**config.mk**
```make
export PLATFORM = sky130hd
export DESIGN_NAME = reply_fm0_tx
export DESIGN_NICKNAME = d
export VERILOG_FILES = /design/src/rtl/reply_fm0_tx.sv
export SDC_FILE = /design/constraint.sdc
export NUM_CORES = 1
export LEC_CHECK = 0
export CAP_MARGIN = 5
export CORE_MARGIN = 10
export CORE_UTILIZATION = 58
export DETAILED_ROUTE_END_ITERATION = 7
export GPL_TIMING_DRIVEN = 0
export PLACE_DENSITY = 0.85
export SLEW_MARGIN = 20
export SYNTH_ARGS = -nofsm -noshare
export SYNTH_HDL_FRONTEND = slang
export SYNTH_SLANG_ARGS = --single-unit
```
**constraint.sdc**
```tcl
create_clock -name clk -period 5 [get_ports clk]
set_clock_uncertainty 0.1 [all_clocks]
set_input_delay 1 -clock clk [delete_from_list [all_inputs] [get_ports clk]]
set_output_delay 1 -clock clk [all_outputs]
set_load 0.02 [all_outputs]
```
**src/rtl/reply_fm0_tx.sv**
```systemverilog
// FM0 reply transmitter: latches an RN16/handle payload, optionally appends the
// inverted CRC-16, and emits pilot/preamble/data/CRC/EOS half-symbols at DOUB_BLF.
//
// state   | meaning
// IDLE    | waiting for tx_start, tx_out/tx_en low
// PILOT   | 2*PILOT_BITS half-symbols of FM0 data-0 (trext only)
// PRE     | 12 raw preamble half-symbols, MSB first
// DATA    | 16 payload bits, FM0, MSB first; feeds CRC
// CRC     | 16 inverted CRC bits, FM0, MSB first (crc_en only)
// EOS     | dummy data-1 end-of-signalling bit
// DONE    | one-cycle tx_done pulse, modulator off
module reply_fm0_tx #(
  parameter int          PILOT_BITS = 12,
  parameter logic [11:0] PREAMBLE   = 12'b1101_0010_0011,
  parameter logic [15:0] CRC_PRESET = 16'hFFFF
) (
  input  logic        clk,
  input  logic        rst_n,
  input  logic        tx_start,
  input  logic        tx_sel,
  input  logic [15:0] rn16,
  input  logic [15:0] handle,
  input  logic        crc_en,
  input  logic        trext,
  output logic        tx_out,
  output logic        tx_en,
  output logic        tx_busy,
  output logic        tx_done
);

  typedef enum logic [2:0] {
    S_IDLE, S_PILOT, S_PRE, S_DATA, S_CRC, S_EOS, S_DONE
  } state_t;

  localparam logic [6:0] PILOT_LAST = 7'(2 * PILOT_BITS - 1);

  state_t      state_q, state_d;
  logic [6:0]  cnt_q, cnt_d;
  logic        lvl_q, lvl_d;
  logic [15:0] pay_q, pay_d;
  logic [15:0] crc_q, crc_d;
  logic        crc_en_q, crc_en_d;
  logic        trext_q, trext_d;
  logic        cur_bit;
  logic        crc_fb;

  always_ff @(posedge clk or negedge rst_n) begin
    if (!rst_n) begin
      state_q  <= S_IDLE;
      cnt_q    <= '0;
      lvl_q    <= 1'b0;
      pay_q    <= '0;
      crc_q    <= CRC_PRESET;
      crc_en_q <= 1'b0;
      trext_q  <= 1'b0;
    end else begin
      state_q  <= state_d;
      cnt_q    <= cnt_d;
      lvl_q    <= lvl_d;
      pay_q    <= pay_d;
      crc_q    <= crc_d;
      crc_en_q <= crc_en_d;
      trext_q  <= trext_d;
    end
  end

  // cnt_q counts half-symbols down within a state; odd = first half of a bit
  always_comb begin
    state_d  = state_q;
    cnt_d    = cnt_q;
    pay_d    = pay_q;
    crc_d    = crc_q;
    crc_en_d = crc_en_q;
    trext_d  = trext_q;
    lvl_d    = 1'b0;
    crc_fb   = crc_q[15] ^ pay_q[15];

    unique case (state_q)
      S_DATA:  cur_bit = pay_q[15];
      S_CRC:   cur_bit = ~crc_q[15];
      S_EOS:   cur_bit = 1'b1;
      default: cur_bit = 1'b0;
    endcase

    unique case (state_q)
      S_IDLE: begin
        if (tx_start) begin
          pay_d    = tx_sel ? handle : rn16;
          crc_en_d = crc_en;
          trext_d  = trext;
          crc_d    = CRC_PRESET;
          if (trext) begin
            state_d = S_PILOT;
            cnt_d   = PILOT_LAST;
          end else begin
            state_d = S_PRE;
            cnt_d   = 7'd11;
          end
        end
      end
      S_PILOT: begin
        if (cnt_q == '0) begin
          state_d = S_PRE;
          cnt_d   = 7'd11;
        end else cnt_d = cnt_q - 7'd1;
      end
      S_PRE: begin
        if (cnt_q == '0) begin
          state_d = S_DATA;
          cnt_d   = 7'd31;
        end else cnt_d = cnt_q - 7'd1;
      end
      S_DATA: begin
        if (cnt_q[0]) crc_d = {crc_q[14:0], 1'b0} ^ ({16{crc_fb}} & 16'h1021);
        else          pay_d = {pay_q[14:0], 1'b0};
        if (cnt_q == '0) begin
          state_d = crc_en_q ? S_CRC : S_EOS;
          cnt_d   = crc_en_q ? 7'd31 : 7'd1;
        end else cnt_d = cnt_q - 7'd1;
      end
      S_CRC: begin
        if (!cnt_q[0]) crc_d = {crc_q[14:0], 1'b0};
        if (cnt_q == '0) begin
          state_d = S_EOS;
          cnt_d   = 7'd1;
        end else cnt_d = cnt_q - 7'd1;
      end
      S_EOS: begin
        if (cnt_q == '0) state_d = S_DONE;
        else             cnt_d   = cnt_q - 7'd1;
      end
      default: begin
        state_d = S_IDLE;
        cnt_d   = '0;
      end
    endcase

    // level for the half-symbol that will be on the line after this edge
    unique case (state_d)
      S_PRE:                        lvl_d = PREAMBLE[cnt_d[3:0]];
      S_PILOT, S_DATA, S_CRC, S_EOS: lvl_d = cnt_d[0] ? ~lvl_q : (cur_bit ? lvl_q : ~lvl_q);
      default:                      lvl_d = 1'b0;
    endcase
  end

  assign tx_out  = lvl_q;
  assign tx_busy = (state_q != S_IDLE) && (state_q != S_DONE);
  assign tx_en   = tx_busy;
  assign tx_done = (state_q == S_DONE);

endmodule

```
==> reports/results.ini, run 1 <==
[outcome]
status=finished, final reports clean

[setup_path]
crit_family=buffers and inverters
rr_worst_depth=10
timing.critical_path.slowest_stage_cell=clkdlybuf4s50_1
max_stage_delay_ns=0.60
reg2reg_slack_ns=1.67
crit_top_cell=buf_2
r2r_end=tx_out
crit_start=state_q[2]
cp.arrival_ns=2.32
crit_path_end_kind=output port
worstPathRequired_ns=3.90
path_max_fanout=10
r2r-start=cnt_q[0]
cp.depth=6
start_kind=flop
path_class=flop to output port
path_cells=buf_2 -> buf_2 -> nand2b_1 -> nand3_1 -> buf_4 -> clkdlybuf4s50_1
path_buf_inv=4

[sta]
maxSlewViolCount=0
period_share_pct=68.5
setup_viol=0
max_slew.worst_pin.slew_ns=0.659
hold_viol=0
fmax_mhz=292
period_minus_slack_ns=3.42
fin_setup_tns_ns=0
rsz0062_at_grt=no
slew-limit-headroom_pct=55.9

[layout]
diodes=0
multi_input_area_um2=1430
layout_commonest_cell=nor2_1
mostFrequentLayoutCells=nor2_1 (45), nand2_1 (39), clkdlybuf4s50_1 (39)
regArea_um2=1120
fin_nets=399
final_cells=411
filler_cell_count=340
layout-drive-gt1-share_pct=13.1
syn_to_final_growth_pct=22.0
finalInstanceArea_um2=3260

[floorplanning]
die_y_um=87.9
io_pins=42
dieArea_um2=7730
core_um2=4410
initial_core_util_pct=60.6
die_x_um=87.9
num_rows=24

[clock_tree]
tritoncts=done
worstSkewPairLatency_ns=0.30
clock_path_buffers=2
post_cts_buffers=0
cts_inserted_buffers=5
cts.sinks=44
cts_hold_buffers=0
path_clk_slew_ns=0.10
root_buffer=clkbuf_8
cts_max_level=2
cts.repair.resized=0

[routing]
ant_nets=0
wl_per_cell_um=16.6
drt_wl_total_um=6820
dr.first_iter.drc_count=219
firstDrtPassIters=4
viasPerCell=5.95
route.vias.total=2446
drcViolationCount=0

[synth]
ys_types=55
yosysTopAreaCell=dfrtp_1
ys_ff_latch=44
synth_area_leaders=dfrtp_1 (26%), dfstp_2 (16%), mux2i_1 (6.4%)
synthesis.nets=351
synthFlopType=dfrtp_1
yosys_warnings=0
synthArstFlopShare_pct=100
syn_avg_cell_area_um2=8.63
netlist_instances=310
yosysTopAreaCellShare_pct=26.2
synth_edf_count=0
syn_area_um2=2680
ys_seq_area_share_pct=41.9

[global_route]
first_global_vias=2356
grt_max_degree=31
antenna_found_initial=0
grt_pass1_wl_um=11500
grt_use_total_pct=18.3
grt_overflow=0

[power]
leakagePower_nw=1.41
p_int_mw=1.15
clockPowerShare_pct=13.3
p_seq_share_pct=35.2
p_per_area_nw_per_um2=619
p_switching_mw=0.873
ir_worst_vdd_uv=370
combPwrFrac_pct=51.6
switching_share_pct=43.2

[placed_design]
post-place-cells=403
post_dp_cell_area_um2=3160
place_hpwl_um=5140
io_buffers=40
gp_congestion=0.980

[min_path]
min_from=crc_q[3]
hold_end=crc_q[3]
hold_path_class=flop to flop
min_path_cells=2

[job]
cap_viol_max_count=0

[per-stage QoR]
stage	setup WS [ns]	util (%)	hold slack (ns)	total power [mW]
final	1.58	74.0	0.383	2.02
after global routing	1.47	74.0	0.398	2.19
after CTS	1.60	74.0	0.389	2.02
after detailed placement	1.76	71.5	0.374	1.74
after global placement	1.70	71.1	0.362	1.72
after floorplan	2.31	-	0.349	1.46
[synth_stat cells, types with 4 or more instances]
cell      number
nor3_1         4
dfstp_2       16
a21oi_1       24
nor2_1        45
mux2i_1       17
nor2b_1        4
a211oi_1       4
buf_2          6
inv_1          6
xnor2_1        5
clkbuf_1      13
nand2_1       39
o211ai_1       4
nand2b_1       6
o21ai_0       33
dfrtp_1       28
[area by class of cell]
cell class	count	area share, %
Timing Repair Buffer	41	12.7
Buffer	22	3.10
Sequential cell	44	34.3
Inverter	6	0.690
Multi-Input combinational cell	238	43.8
Clock inverter	2	0.460
Clock buffer	6	2.87
Tap cell	52	1.99
[sequential cells by signal (all words and copies together), names as in the netlist]
name	cells
crc_q	16
pay_q	16
cnt_q	7
state_q	3
crc_en_q	1
tx_out	1
[per-layer routing]
layer | up-vias | part of all wire (%) | track usage [%]
met5 | - | 0 | 0
li1 | 1182 | - | -
met3 | 13 | 5.7 | 3.25
met1 | 1180 | 42 | 23.0
met2 | 71 | 50 | 30.5
met4 | 0 | 2.1 | 6.81
[power groups by stage]
| stage | clock network, mW | logic, mW | registers (mW) |
|---|---|---|---|
| floorplan | 0 | 0.781 | 0.680 |
| global placement | 0 | 1.01 | 0.708 |
| detailed placement | 0 | 1.03 | 0.711 |
| CTS | 0.274 | 1.04 | 0.708 |
| global route | 0.287 | 1.17 | 0.733 |
| finish | 0.268 | 1.04 | 0.711 |
[logic make-up (layout without fill, tap and decap cells)]
logic type               after synthesis  count (layout)  synth area share, %
AND/OR/NAND/NOR                      115             115                 20.2
AO/OA/AOI/OAI                         94              94                 22.4
flip-flops                            44              44                 41.9
buffers and inverters                 28              77                 4.63
multiplexers                          19              19                 7.20
XOR/XNOR                               7               7                 2.29
adder cells (fa/ha/maj)                3               3                 1.40
[worst reg2reg max path, cell delays in order, from the launching register on]
cell and delay [ns]:
dfrtp_1 0.47, inv_1 0.17, ha_1 0.19, nor4b_4 0.49
nand2_1 0.32, ha_1 0.36, nand2b_1 0.14, a32oi_1 0.36
nand2_1 0.14, and4_2 0.27, o32ai_2 0.20
[how the worst max path moves through the flow]
| stage | end |
|---|---|
| after floorplan | tx_out |
| after global placement | pay_q[11] |
| after detailed placement | tx_out |
| after CTS | tx_en |
| after global routing | tx_out |
| final | tx_en |
Note: power is estimated with default switching activity, not from simulation.
==> inputs of run 2 (changes only) <==
- CORE_UTILIZATION: 58 -> 54
- PLACE_DENSITY: 0.85 -> 0.8
- clock period: 5 -> 3.59 ns (I/O delays scaled with it)
==> run 2 against run 1 <==
  * Routed wire length fell by 0.47%
  * Sequential share of layout area fell by 0.25 points
  * Register-to-register slack got worse by 1.4 ns
  * First-iteration DRC count fell by 48%
  * Combinational power rose by 40%
  * Critical endpoint is now tx_out
==> reports/results.ini, run 2 (same netlist as run 1, synthesis figures left out) <==
[layout]
mostFrequentLayoutCells=nor2_1 (45), nand2_1 (39), clkdlybuf4s50_1 (39)
layout-drive-gt1-share_pct=13.1  ; unchanged
syn_to_final_growth_pct=22.9
reg.largest.list=crc_q x16, pay_q x16, cnt_q x7
fin_util_pct=69.2  ; -4.8 points
layout_commonest_cell=nor2_1
fin_nets=399  ; unchanged
diodes=0  ; unchanged

[sta]
hold_viol=0  ; unchanged
period_minus_slack_ns=3.27
period_share_pct=91.1
max_slew.worst_pin.slew_ns=0.645  ; -0.0143 ns
setup_viol=0  ; unchanged
fmax_mhz=306
maxSlewViolCount=0  ; unchanged
fin_setup_tns_ns=0  ; unchanged
slew-limit-headroom_pct=56.9  ; +0.96 points
rsz0062_at_grt=no

[setup_path]
crit_family=simple AND/OR/NAND/NOR gates
worstPathRequired_ns=3.67  ; -0.23 ns
path_max_fanout=10  ; unchanged
max_stage_delay_ns=0.50  ; -0.10 ns
path_cells=inv_1 -> ha_1 -> nor4b_4 -> nand2_1 -> ha_1 -> nand2b_1 -> a32oi_1 -> o2111ai_1 -> a32oi_1 -> o32ai_2
crit_start=cnt_q[0]
crit_path_end_kind=flop
path_buf_inv=1  ; -3
timing.critical_path.slowest_stage_cell=nor4b_4
r2r-start=cnt_q[0]
cp.depth=10  ; +4
path_class=flop to flop
start_kind=flop
rr_worst_depth=10  ; unchanged
cp.arrival_ns=3.36  ; +1.04 ns

[routing]
dr.first_iter.drc_count=113  ; -48%
viasPerCell=5.77  ; -3.1%
ant_nets=0  ; unchanged
drt_wl_total_um=6790  ; -0.47%
firstDrtPassIters=4  ; unchanged
route.vias.total=2457  ; +0.45%
drcViolationCount=0  ; unchanged
wl_per_cell_um=15.9  ; -4.0%

[global_route]
grt_use_total_pct=16.7  ; -1.6 points
first_global_vias=2469  ; +4.8%
antenna_found_initial=0  ; unchanged
grt_overflow=0  ; unchanged
grt_max_degree=34  ; +9.7%
grt_pass1_wl_um=11500  ; +0.24%

[clock_tree]
cts_inserted_buffers=5  ; unchanged
cts.sinks=44  ; unchanged
cts_max_level=2  ; unchanged
root_buffer=clkbuf_8
path_clk_slew_ns=0.09  ; about the same
tritoncts=done
post_cts_buffers=0  ; unchanged
worstSkewPairLatency_ns=0.30  ; about the same
cts.repair.resized=0  ; unchanged
cts_hold_buffers=0  ; unchanged
clock_path_buffers=2  ; unchanged

[outcome]
status=finished, final reports clean

[floorplanning]
num_rows=25  ; +4.2%
die_y_um=90.4  ; +2.8%
initial_core_util_pct=56.3  ; -4.3 points
die_x_um=90.4  ; +2.8%
dieArea_um2=8170  ; +5.7%
io_pins=42  ; unchanged
core_um2=4750  ; +7.7%

[placed_design]
gp_congestion=0.928  ; -5.4%
place_hpwl_um=5150  ; +0.12%
io_buffers=40  ; unchanged

[power]
ir_worst_vdd_uv=447  ; +21%
leakagePower_nw=1.41  ; +0.13%
p_per_area_nw_per_um2=864  ; +40%

[min_path]
hold_path_class=input port to async pin

[job]
cap_viol_max_count=0  ; unchanged

==> run 2: cell types whose count changed in the layout (fill, tap and decap cells not counted) <==
cell / before / now
bufinv_16: 0 / 1
clkbuf_16: 1 / 0
==> run 2: final timing paths <==
check | end | slack, ns
setup / recovery | tx_out | 0.32
hold / removal | cnt_q[2] | 0.20
setup reg to reg | tx_out | 0.32
hold reg to reg | crc_q[2] | 0.38
max in group asynchronous | crc_q[2] | 2.66
min in group clk | crc_q[2] | 0.38
==> run 2: per-layer routing <==
layer | share of wire, % | track usage [%]
met3 | 6.0 | 4.57
met4 | 2.3 | 6.90
met5 | 0 | 0
met1 | 42 | 18.9
met2 | 50 | 28.8
==> run 2: power breakdown <==
part | leakage [nW] | internal, mW | switching, mW
clock | 0.0591 | 0.210 | 0.180
sequential | 0.517 | 0.811 | 0.176
combinational | 0.833 | 0.605 | 0.858
total | 1.41 | 1.63 | 1.21
==> run 2: layout make-up <==
cell class,count,area [um2]
Clock buffer,5,68.8
Tap cell,67,83.8
Sequential cell,44,1120
Timing Repair Buffer,41,415
Inverter,6,22.5
Clock inverter,3,45.0
Fill cell,391,1470
Buffer,22,101
Multi-Input combinational cell,238,1430
==> run 2: through the flow <==
stage | total power [mW] | instance area, um2 | cells | setup slack (ns) | hold WS, ns
2_1_floorplan | 2.03 | 2680 | 310 | 0.900 | 0.322
3_5_place_dp | 2.44 | 3170 | 418 | 0.380 | 0.371
3_3_place_gp | 2.40 | 3160 | 417 | 0.325 | 0.362
5_1_grt | 3.10 | 3290 | 426 | 0.0627 | 0.206
4_1_cts | 2.84 | 3290 | 426 | 0.355 | 0.206
6_report | 2.84 | 3290 | 426 | 0.318 | 0.197
